[src/rtl/uart_pkg.sv]
// Shared UART definitions used by the receive front end and the transmitter.
// Holds the receiver state enum, the default frame/oversampling constants and
// the sample-counter width helper.
package uart_pkg;

  localparam int unsigned UART_OVERSAMPLE = 16;
  localparam int unsigned UART_DATA_BITS  = 8;

  typedef enum logic [2:0] {
    IDLE,
    START,
    DATA,
    STOP,
    WAIT_HIGH
  } rx_state_t;

  // Width of a counter that runs 0..os-1 (os is a power of two, >= 4).
  function automatic int unsigned cnt_width(input int unsigned os);
    return (os > 1) ? $clog2(os) : 1;
  endfunction

endpackage

[src/rtl/sync_2ff.sv]
// Two-flop synchronizer for a single asynchronous input.
// Ports:
//   clk_i  - destination clock, rising edge
//   rst_ni - asynchronous active-low reset, both flops load RESET_VAL
//   d_i    - asynchronous input
//   q_o    - synchronized output (second flop)
module sync_2ff #(
  parameter logic RESET_VAL = 1'b1
) (
  input  logic clk_i,
  input  logic rst_ni,
  input  logic d_i,
  output logic q_o
);

  logic meta_q;
  logic sync_q;

  always_ff @(posedge clk_i or negedge rst_ni) begin
    if (!rst_ni) begin
      meta_q <= RESET_VAL;
      sync_q <= RESET_VAL;
    end else begin
      meta_q <= d_i;
      sync_q <= meta_q;
    end
  end

  assign q_o = sync_q;

endmodule

[src/rtl/uart_rx_oversampler.sv]
// UART receive front end driven by an OVERSAMPLE x baud tick strobe.
// Finds the start bit, samples each data bit and the stop bit at mid-bit,
// and presents the received word with a one-cycle valid pulse.
// Ports:
//   clk         - system clock, rising edge
//   reset       - asynchronous active-low reset
//   tick        - one-clk strobe at OVERSAMPLE x baud; the FSM only advances on it
//   rx          - raw serial line, asynchronous, idle high
//   data_out    - last good word, held until the next good frame
//   data_valid  - one-clk pulse when data_out updates
//   frame_error - one-clk pulse when the stop bit samples low
//   busy        - high whenever the receiver is not idle
module uart_rx_oversampler
  import uart_pkg::*;
#(
  parameter int unsigned DATA_BITS  = UART_DATA_BITS,
  parameter int unsigned OVERSAMPLE = UART_OVERSAMPLE
) (
  input  logic                 clk,
  input  logic                 reset,
  input  logic                 tick,
  input  logic                 rx,
  output logic [DATA_BITS-1:0] data_out,
  output logic                 data_valid,
  output logic                 frame_error,
  output logic                 busy
);

  localparam int unsigned CW = cnt_width(OVERSAMPLE);
  localparam int unsigned BW = $clog2(DATA_BITS + 1);

  localparam logic [CW-1:0] CNT_MID     = CW'(OVERSAMPLE / 2 - 1);
  localparam logic [CW-1:0] CNT_MAX     = CW'(OVERSAMPLE - 1);
  localparam logic [BW-1:0] BIT_LAST_M1 = BW'(DATA_BITS - 1);

  logic rx_s;

  rx_state_t            state_q, state_d;
  logic [CW-1:0]        cnt_q,   cnt_d;
  logic [BW-1:0]        bit_q,   bit_d;
  logic [DATA_BITS-1:0] shift_q, shift_d;
  logic [DATA_BITS-1:0] data_q,  data_d;
  logic                 dv_q,    dv_d;
  logic                 fe_q,    fe_d;

  sync_2ff #(
    .RESET_VAL(1'b1)
  ) u_rx_sync (
    .clk_i (clk),
    .rst_ni(reset),
    .d_i   (rx),
    .q_o   (rx_s)
  );

  always_ff @(posedge clk or negedge reset) begin
    if (!reset) begin
      state_q <= IDLE;
      cnt_q   <= '0;
      bit_q   <= '0;
      shift_q <= '0;
      data_q  <= '0;
      dv_q    <= 1'b0;
      fe_q    <= 1'b0;
    end else begin
      state_q <= state_d;
      cnt_q   <= cnt_d;
      bit_q   <= bit_d;
      shift_q <= shift_d;
      data_q  <= data_d;
      dv_q    <= dv_d;
      fe_q    <= fe_d;
    end
  end

  // Pulses default low so they self-clear on the following clk edge even
  // when no tick arrives; everything else holds between ticks.
  always_comb begin
    state_d = state_q;
    cnt_d   = cnt_q;
    bit_d   = bit_q;
    shift_d = shift_q;
    data_d  = data_q;
    dv_d    = 1'b0;
    fe_d    = 1'b0;

    if (tick) begin
      case (state_q)
        IDLE: begin
          if (!rx_s) begin
            state_d = START;
            cnt_d   = '0;
          end
        end

        START: begin
          if (cnt_q == CNT_MID) begin
            if (!rx_s) begin
              state_d = DATA;
              cnt_d   = '0;
              bit_d   = '0;
            end else begin
              state_d = IDLE;
            end
          end else begin
            cnt_d = cnt_q + 1'b1;
          end
        end

        DATA: begin
          if (cnt_q == CNT_MAX) begin
            // LSB arrives first, so shifting right leaves it at bit 0.
            shift_d = {rx_s, shift_q[DATA_BITS-1:1]};
            cnt_d   = '0;
            bit_d   = bit_q + 1'b1;
            if (bit_q == BIT_LAST_M1) begin
              state_d = STOP;
            end
          end else begin
            cnt_d = cnt_q + 1'b1;
          end
        end

        STOP: begin
          if (cnt_q == CNT_MAX) begin
            cnt_d = '0;
            if (rx_s) begin
              data_d  = shift_q;
              dv_d    = 1'b1;
              state_d = IDLE;
            end else begin
              fe_d    = 1'b1;
              state_d = WAIT_HIGH;
            end
          end else begin
            cnt_d = cnt_q + 1'b1;
          end
        end

        WAIT_HIGH: begin
          // A line stuck low must return high before a new start is accepted.
          if (rx_s) begin
            state_d = IDLE;
          end
        end

        default: begin
          state_d = IDLE;
        end
      endcase
    end
  end

  assign data_out    = data_q;
  assign data_valid  = dv_q;
  assign frame_error = fe_q;
  assign busy        = (state_q != IDLE);

endmodule

[config.mk]
export PLATFORM = sky130hd
export DESIGN_NAME = uart_rx_oversampler
export DESIGN_NICKNAME = d
export VERILOG_FILES = /design/src/rtl/uart_pkg.sv /design/src/rtl/sync_2ff.sv /design/src/rtl/uart_rx_oversampler.sv
export SDC_FILE = /design/constraint.sdc
export NUM_CORES = 1
export LEC_CHECK = 0
export ABC_AREA = 1
export BUFFER_PORTS_ARGS = -buffer_cell sky130_fd_sc_hd__buf_2
export CAP_MARGIN = 15
export CELL_PAD_IN_SITES_DETAIL_PLACEMENT = 0
export CELL_PAD_IN_SITES_GLOBAL_PLACEMENT = 2
export CORE_MARGIN = 3
export CORE_UTILIZATION = 35
export CTS_BUF_LIST = sky130_fd_sc_hd__clkbuf_16
export CTS_CLUSTER_SIZE = 24
export DETAILED_ROUTE_END_ITERATION = 7
export HOLD_SLACK_MARGIN = 0.08
export PLACE_DENSITY_LB_ADDON = 0.1
export SYNTH_ARGS = -nofsm -noshare
export SYNTH_HDL_FRONTEND = slang
export SYNTH_SLANG_ARGS = --single-unit
[constraint.sdc]
create_clock -name clk -period 3.54 [get_ports clk]
set_clock_uncertainty 0.15 [all_clocks]
set_input_delay 0.708 -clock clk [delete_from_list [all_inputs] [get_ports clk]]
set_output_delay 0.708 -clock clk [all_outputs]
set_load 0.01 [all_outputs]
==> impl.org, run 1 <==
** Status
- Status :: finished clean

** Floorplan
- Std cell rows :: 24
- Die Area :: about 5600 um^2
- The die is 74.62 um tall.
- The initial utilization of the core area, before any placement, comes to 37.08%.
- The region available for standard cell placement spans between 4000 and 5000 um^2.
- During I/O placement, the number of pins put on the boundary was 15.
- The die is about 75 um wide.

** Synthesis
- Proportion of register bits with asynchronous set or reset after synthesis :: 100.0%
- Top area cells in the synthesized netlist :: sky130_fd_sc_hd__dfrtp_1 (44%), sky130_fd_sc_hd__nand2_1 (16%), sky130_fd_sc_hd__o21ai_2 (8.5%)
- By instance count, the leading cell after synthesis is sky130_fd_sc_hd__nand2_1.
- Number of cells produced by synthesis :: 201
- Yosys printed 0 warnings.
- Ys flop type :: sky130_fd_sc_hd__dfrtp_1
- Cell type contributing the most total cell area after synthesis :: sky130_fd_sc_hd__dfrtp_1
- In this run, distinct cell masters in the synthesized netlist total 25.
- Sequential cell area fraction in the yosys report :: around 47%
- Share of Yosys cell area claimed by the top area cell type :: ~44%
- Counting flops with a built-in enable in the synthesized netlist gives 0.
- Synth Register Bits :: 31
- Average footprint of a synthesized cell :: between 8 and 9 um^2
- The number of nets handed over by synthesis was 207.
- Leading post-synthesis cells by instance count :: sky130_fd_sc_hd__nand2_1 (70), sky130_fd_sc_hd__dfrtp_1 (29), sky130_fd_sc_hd__inv_1 (19), sky130_fd_sc_hd__nor2_1 (19), sky130_fd_sc_hd__nand3_1 (17)
- Post-synthesis instance area :: between 1500 and 2000 um^2

** Critical path
- At the worst endpoint, the required time is approximately 2700 ps.
- For flop-to-flop paths, the worst setup slack is around 1800 ps.
- In this run the critical register-to-register path is captured at data_out[2]$_DFFE_PN0P_.
- The slowest stage of the critical path is the sky130_fd_sc_hd__dfrtp_1 cell.
- Startpoint kind of the worst setup timing path :: flop
- The number of cells on the worst reg-to-reg path is 8.
- CP Max Fanout :: 10
- Setup crit end kind :: output port
- Crit path largest cell delay :: 490 ps
- Largest delay contributor family on the critical path :: flip-flops
- Together, buffers and inverters on the worst path number 1.
- Worst Setup Path Type :: flop to output port
- Walking the worst path, the cells encountered are nor2_1 -> nand2_1 -> buf_2.
- Data on the critical path arrives at its endpoint at 1240 ps.
- In this run the critical register-to-register path is launched from cnt_q[0]$_DFFE_PN0P_.
- Logic depth of the worst path, buffers included :: 3

** Route
- Average routed wire per standard cell :: ~12 um
- Before antenna repair, the detailed router went through 4 iterations.
- Total detailed-routing wirelength :: 3105 um
- In this run, the number of DRC markers left after iteration 0 of detailed routing was 87.
- The detail route stage leaves a number of antenna-violating nets equal to 0.
- Via count :: between 1000 and 1500
- Using the TritonRoute via totals, the vias-per-cell ratio works out to 4.672.
- # DRC :: 0

** STA
- Highest clock frequency the design can meet :: roughly 480 MHz
- Final critical-path share of the clock period :: 59.33%
- Shortest clock period the worst path allows after layout :: ~2100 ps
- The number of failing hold endpoints at the final stage is 0.
- Transition time at the pin with the least slew margin :: ~670 ps
- Unrepaired setup endpoints after global routing :: false
- Total count of max-transition violations in the final report :: 0
- Final-report setup violation count :: 0
- Headroom to the max-slew limit came out at between 50% and 60%.
- Setup slack on the critical path of the routed design comes to ~1400 ps.
- Summed negative setup slack over all endpoints :: 0 ps

** Min path
- The startpoint identified for the worst hold timing path is u_rx_sync.meta_q$_DFF_PN1_.
- Counting instances, the worst hold path has a depth of 0.
- The worst hold path terminates at u_rx_sync.q_o$_DFF_PN1_.
- The worst hold path belongs to the class flop to flop.

** Power and ir drop
- For this design the static power due to leakage is around 0.99 nW.
- After layout, the design draws a total of around 1.1 mW.
- The worst-case IR drop observed on VDD is 0.3003 mV.
- Power spread over the standard cell area amounts to about 600 nW/um^2.

** Clock tree
- TritonCTS built the clock tree.
- The number of setup buffers added after CTS is 0.
- The H-tree generated during clock tree synthesis spans 2 levels.
- The later pin in the worst-skew pair is clocked with a latency of ~270 ps.
- Once the clock tree was built, the resizer swapped 0 gates to a different size.
- After clock tree synthesis, the clock-pin slew on the worst setup and hold paths is ~50 ps.
- TritonCTS sink count :: 31
- Total of hold buffers inserted after clock tree synthesis :: 0
- Total clock buffers created by CTS :: 5
- Cell at the root of the clock tree :: sky130_fd_sc_hd__clkbuf_16
- No sink is reached through more buffers than the 2 on the longest clock path.

** Global routing
- After global routing the overflow that remains totals 0.
- The number of global-route vias before repair came to ~1200.
- Global-route wire length before repair :: roughly 5300 um
- Entering global routing, the biggest net connects 32 pins.
- Initial antenna violation count :: 0
- In the global route stage, overall resource usage came out at between 10% and 20%.

** Placed design
- At the end of routability-driven placement, the weighted congestion stood at between 0.8 and 0.9.
- Once detailed placement completed, the half-perimeter wirelength came to approximately 2300 um.
- Number of buffers inserted by port buffering :: 14
- Timing analysis after detailed placement gives a worst setup slack of 1746 ps.
- Once placement finished, the instance area stood at between 1500 and 2000 um^2.

** Finish
- In the final layout, the share of cells above drive strength 1 is roughly 22%.
- Area added between synthesis and finish :: 13.36%
- Net count reported at finish :: between 200 and 250
- The finished cells cover 1868 um^2.
- Multi-input logic area :: ~740 um^2
- Sequential Area :: 778.2 um^2
- Cells fill approximately 42% of the core in the end.
- Antenna Cells :: 0
- Fill cells in the final layout number 452.

** Run
- Max-cap viol count :: 0
==> cell usage in the layout, fill, tap and decap left out, types with 4 or more instances in the layout <==
master / count
sky130_fd_sc_hd__buf_2: 14
sky130_fd_sc_hd__o21ai_2: 16
sky130_fd_sc_hd__nand3_1: 17
sky130_fd_sc_hd__dfrtp_1: 29
sky130_fd_sc_hd__nand2_1: 70
sky130_fd_sc_hd__clkbuf_16: 5
sky130_fd_sc_hd__nor2_1: 19
sky130_fd_sc_hd__inv_1: 19
sky130_fd_sc_hd__nand4_1: 4
==> logic make-up (layout without fill, tap and decap cells) <==
kind of cell,Yosys count,count (layout),share of synthesized area (%)
fa+ha+maj,2,2,1.518
buf+inv,27,42,8.048
flops,31,31,47.23
compound gates,21,21,10.48
simple gates,120,120,32.73
==> worst max path at each step <==
stage / start / endpoint
6_report: state_q[1]$_DFFE_PN0P_ / busy
5_1_grt: state_q[1]$_DFFE_PN0P_ / busy
4_1_cts: state_q[1]$_DFFE_PN0P_ / busy
3_5_place_dp: state_q[0]$_DFFE_PN0P_ / busy
3_3_place_gp: state_q[1]$_DFFE_PN0P_ / busy
2_1_floorplan: state_q[0]$_DFFE_PN0P_ / busy
==> layer usage <==
| metal | part of all wire, % | GRT usage, % | wire, um | vias to the layer above |
|---|---|---|---|---|
| met1 | 50 | 17.07 | 1554 | 566 |
| met3 | 2.9 | 4.406 | 90 | 2 |
| li1 | - | - | - | 671 |
| met5 | 0 | 0 | 0 | - |
| met2 | 47 | 19.12 | 1445 | 13 |
| met4 | 0.45 | 3.557 | 14 | 0 |
==> stage by stage <==
step,hold slack (ps),instances
2_1_floorplan,195.2,201
3_5_place_dp,199.2,261
6_report,208.0,268
5_1_grt,208.8,268
4_1_cts,206.2,268
3_3_place_gp,195.5,261
==> state kept, by name, indices dropped and copies added (netlist names) <==
signal	count
shift_q	8
data_out	8
bit_q	4
cnt_q	4
state_q	3
data_valid	1
frame_error	1
u_rx_sync.q_o	1
u_rx_sync.meta_q	1
==> report_power, final <==
part | internal (mW) | switching [mW] | total, mW
clock | 0.251 | 0.132 | 0.383
sequential | 0.388 | 0.0650 | 0.453
combinational | 0.0974 | 0.183 | 0.280
total | 0.737 | 0.379 | 1.12
==> cell type report <==
type                            instances  area share [%]
Tap cell                               52           3.483
Clock inverter                          2          0.4689
Multi-Input combinational cell        143           39.45
Sequential cell                        31           41.66
Clock buffer                            5           6.698
Inverter                               21           4.488
Timing Repair Buffer                   14           3.751
Note: power is estimated with default switching activity, not from simulation.
==> run 2: changes to the inputs <==
CORE_UTILIZATION = 31   (was 35)
clock period = 1.9 ns   (was 3.54 ns; I/O delays follow)
==> impl.org, run 2 (same netlist as run 1, synthesis figures left out) <==
** Status
- The flow ran to the end, and the final reports show no timing, DRC or antenna violations.

** STA
- Highest clock frequency the design can meet :: approximately 560 MHz
- The total setup violations reported at the end of the flow was 0 (unchanged).
- Worst max-slew margin expressed relative to the limit :: 73.22% (+18 points)
- The actual slew at the worst max-slew pin was 401.7 ps (-267.2 ps).
- Final critical-path share of the clock period :: between 90% and 100%
- The number of failing hold endpoints at the final stage came to 0 (unchanged).
- The worst hold slack across all endpoints came to 203.6 ps (-4.346 ps).
- Total count of max-transition violations in the final report :: 0 (unchanged)
- The smallest clock period supported by the final layout is computed as between 1500 and 2000 ps.
- The aggregate negative setup slack was 0 ps (unchanged).
- Unrepaired setup endpoints after global routing :: false

** Route
- The DRC violations left is 0 (unchanged).
- The routed wire length was 3364 um (+8.3%).
- The number of iterations in the first detailed-routing pass is 4 (unchanged).
- ANT nets after route :: 0 (unchanged)
- Average routed wire per standard cell :: 11.64 um (+0.47%)
- First-iteration detailed-routing DRC count :: 82 (-5.7%)
- The vias per cell was 4.516 (-3.3%).
- The via count was 1305 (+4.2%).

** Finish
- The multi-input gate area in the final layout came to 739.5 um^2 (+0.34%).
- The number of nets in the final layout came to 227 (+2.3%).
- The area occupied by registers came to 778.2 um^2 (unchanged).
- The library cells used most frequently in the layout, excluding fill and tap cells, are sky130_fd_sc_hd__nand2_1 (70), sky130_fd_sc_hd__dfrtp_1 (29), sky130_fd_sc_hd__nor2_1 (19), sky130_fd_sc_hd__inv_1 (19), sky130_fd_sc_hd__nand3_1 (17).
- Post-route non-filler standard cell count :: 289 (+7.8%)
- The antenna diode count is 0 (unchanged).
- Layout cells sized above 1 :: 23.42% (+1.2 points)
- The filler cell count is 538 (+19%).
- Most common cell after layout, fill and taps aside :: sky130_fd_sc_hd__nand2_1
- From synthesis to final layout, the design area changed by 17.62%.

** Global routing
- Vias in the first global route :: 1271 (+9.0%)
- Overall Global Routing Usage :: 12.02% (-0.56 points)
- The pin count of the biggest net entering global routing is 32 (unchanged).
- The initial antenna violation count is 0 (unchanged).
- The leftover overflow at the end of global routing came to 0 (unchanged).
- Global-route wire length before repair :: 6009 um (+13%)

** Clock tree
- TritonCTS built the clock tree.
- The number of buffers inserted during clock tree synthesis was 5 (unchanged).
- Cell at the root of the clock tree :: sky130_fd_sc_hd__clkbuf_16
- Clk_lat worst skew :: 270 ps (about the same)
- The maximum buffer depth of the clock tree is 2 (unchanged).
- The clock input transition at the sequential cells of the worst setup and hold paths is 50 ps (about the same).
- TritonCTS sink count :: 31 (unchanged)
- The H-tree depth was 2 (unchanged).

** Min path
- The cell depth of the worst hold path was 0 (unchanged).
- Class of the tightest hold or removal check :: flop to flop

** Power and ir drop
- The worst IR drop on VDD was 0.4421 mV (+47%).
- The power per cell area came to 1105 nW/um^2 (+85%).
- Leak pwr :: 1.010 nW (+1.9%)

** Critical path
- STA classifies the critical path endpoint as an output port.
- STA classifies the critical path startpoint as a flop.
- The signal arrival time at the worst endpoint is 1270 ps (+30 ps).
- CP Max Fanout :: 9 (-1)
- The worst reg-to-reg path cell count was 8 (unchanged).
- The worst setup path is of the flop to output port kind.
- The data required time at the worst endpoint is 1370 ps (-1310 ps).

** Placed design
- Routability-driven placement congestion ratio :: 0.8465 (+1.2%)
- Half-perimeter wire length of the detailed placement result :: 2421 um (+3.1%)
- Number of buffers inserted by port buffering :: 14 (unchanged)
- Cells after DPL :: 279 (+6.9%)

** Floorplan
- The effective utilization at floorplan came to 33.34% (-3.7 points).
- Area inside the core boundary :: 4942 um^2 (+11%)
- The number of cell rows came to 25 (+4.2%).
- Width of the die :: 78.91 um (+5.8%)
- The die boundary height is 78.91 um (+5.8%).
- Die Area :: 6227 um^2 (+12%)
- The number of primary I/O pins was 15 (unchanged).

** Run
- The max-cap check violation count is 0 (unchanged).
[run 2: changes by cell type in the layout (fill, tap and decap cells not counted)]
cell,before,now
sky130_fd_sc_hd__buf_4,0,3
sky130_fd_sc_hd__ha_2,0,1
sky130_fd_sc_hd__ha_1,2,1
sky130_fd_sc_hd__clkinvlp_4,0,1
sky130_fd_sc_hd__clkinv_2,1,0
sky130_fd_sc_hd__clkinv_1,1,2
sky130_fd_sc_hd__dlygate4sd3_1,0,2
[run 2: final timing paths]
check	startpoint	to	slack [ps]
hold reg to reg	u_rx_sync.meta_q$_DFF_PN1_	u_rx_sync.q_o$_DFF_PN1_	200
max in group asynchronous	reset	u_rx_sync.meta_q$_DFF_PN1_	770
setup / recovery	state_q[0]$_DFFE_PN0P_	busy	100
hold / removal	u_rx_sync.meta_q$_DFF_PN1_	u_rx_sync.q_o$_DFF_PN1_	200
setup reg to reg	cnt_q[0]$_DFFE_PN0P_	bit_q[2]$_DFFE_PN0P_	130
min in group asynchronous	reset	cnt_q[0]$_DFFE_PN0P_	510
[run 2: power breakdown]
group          leakage [nW]  internal [mW]  switching, mW
clock                0.0649          0.475          0.277
combinational         0.527          0.203          0.338
sequential            0.418          0.722          0.126
total                  1.01           1.40          0.741
[run 2: stage by stage]
stage                     setup WS [ps]  util [%]  area [um^2]  power, mW
after global routing              11.53     39.22         1938      2.293
after floorplan                   305.7         -         1648      1.240
after detailed placement          120.8     35.92         1775      1.394
final                             100.1     39.22         1938      2.141
after CTS                         87.81     39.16         1936      2.165
after global placement            144.4     35.92         1775      1.416
[run 2: critical path: stages (launching register included)]
cell and delay (ps):
sky130_fd_sc_hd__dfrtp_1 500, sky130_fd_sc_hd__nor2_1 280, sky130_fd_sc_hd__nand2_1 80, sky130_fd_sc_hd__buf_2 150
[run 2: final cells by class]
class,instances,area share [%]
tap,67,4.325
sequential,31,40.15
clock buffer,5,6.456
timing repair buffer,19,5.810
clock inverter,3,0.7747
inverter,21,4.325
multi-input combinational,143,38.15
[run 2: layer usage]
| metal | vias up | global-route usage, % | routed length [um] |
|---|---|---|---|
| met5 | - | 0 | 0 |
| met4 | 0 | 3.436 | 33 |
| met2 | 20 | 19.27 | 1554 |
| met3 | 5 | 3.515 | 142 |
| met1 | 599 | 15.77 | 1634 |
| li1 | 681 | - | - |
[run 2: timing repair]
item,in CTS,in global routing
setup endpoints to repair,0,5
endpoints found under the hold margin,30,0
resized for setup,0,1
buffers inserted,0,0
hold buffers,2,0
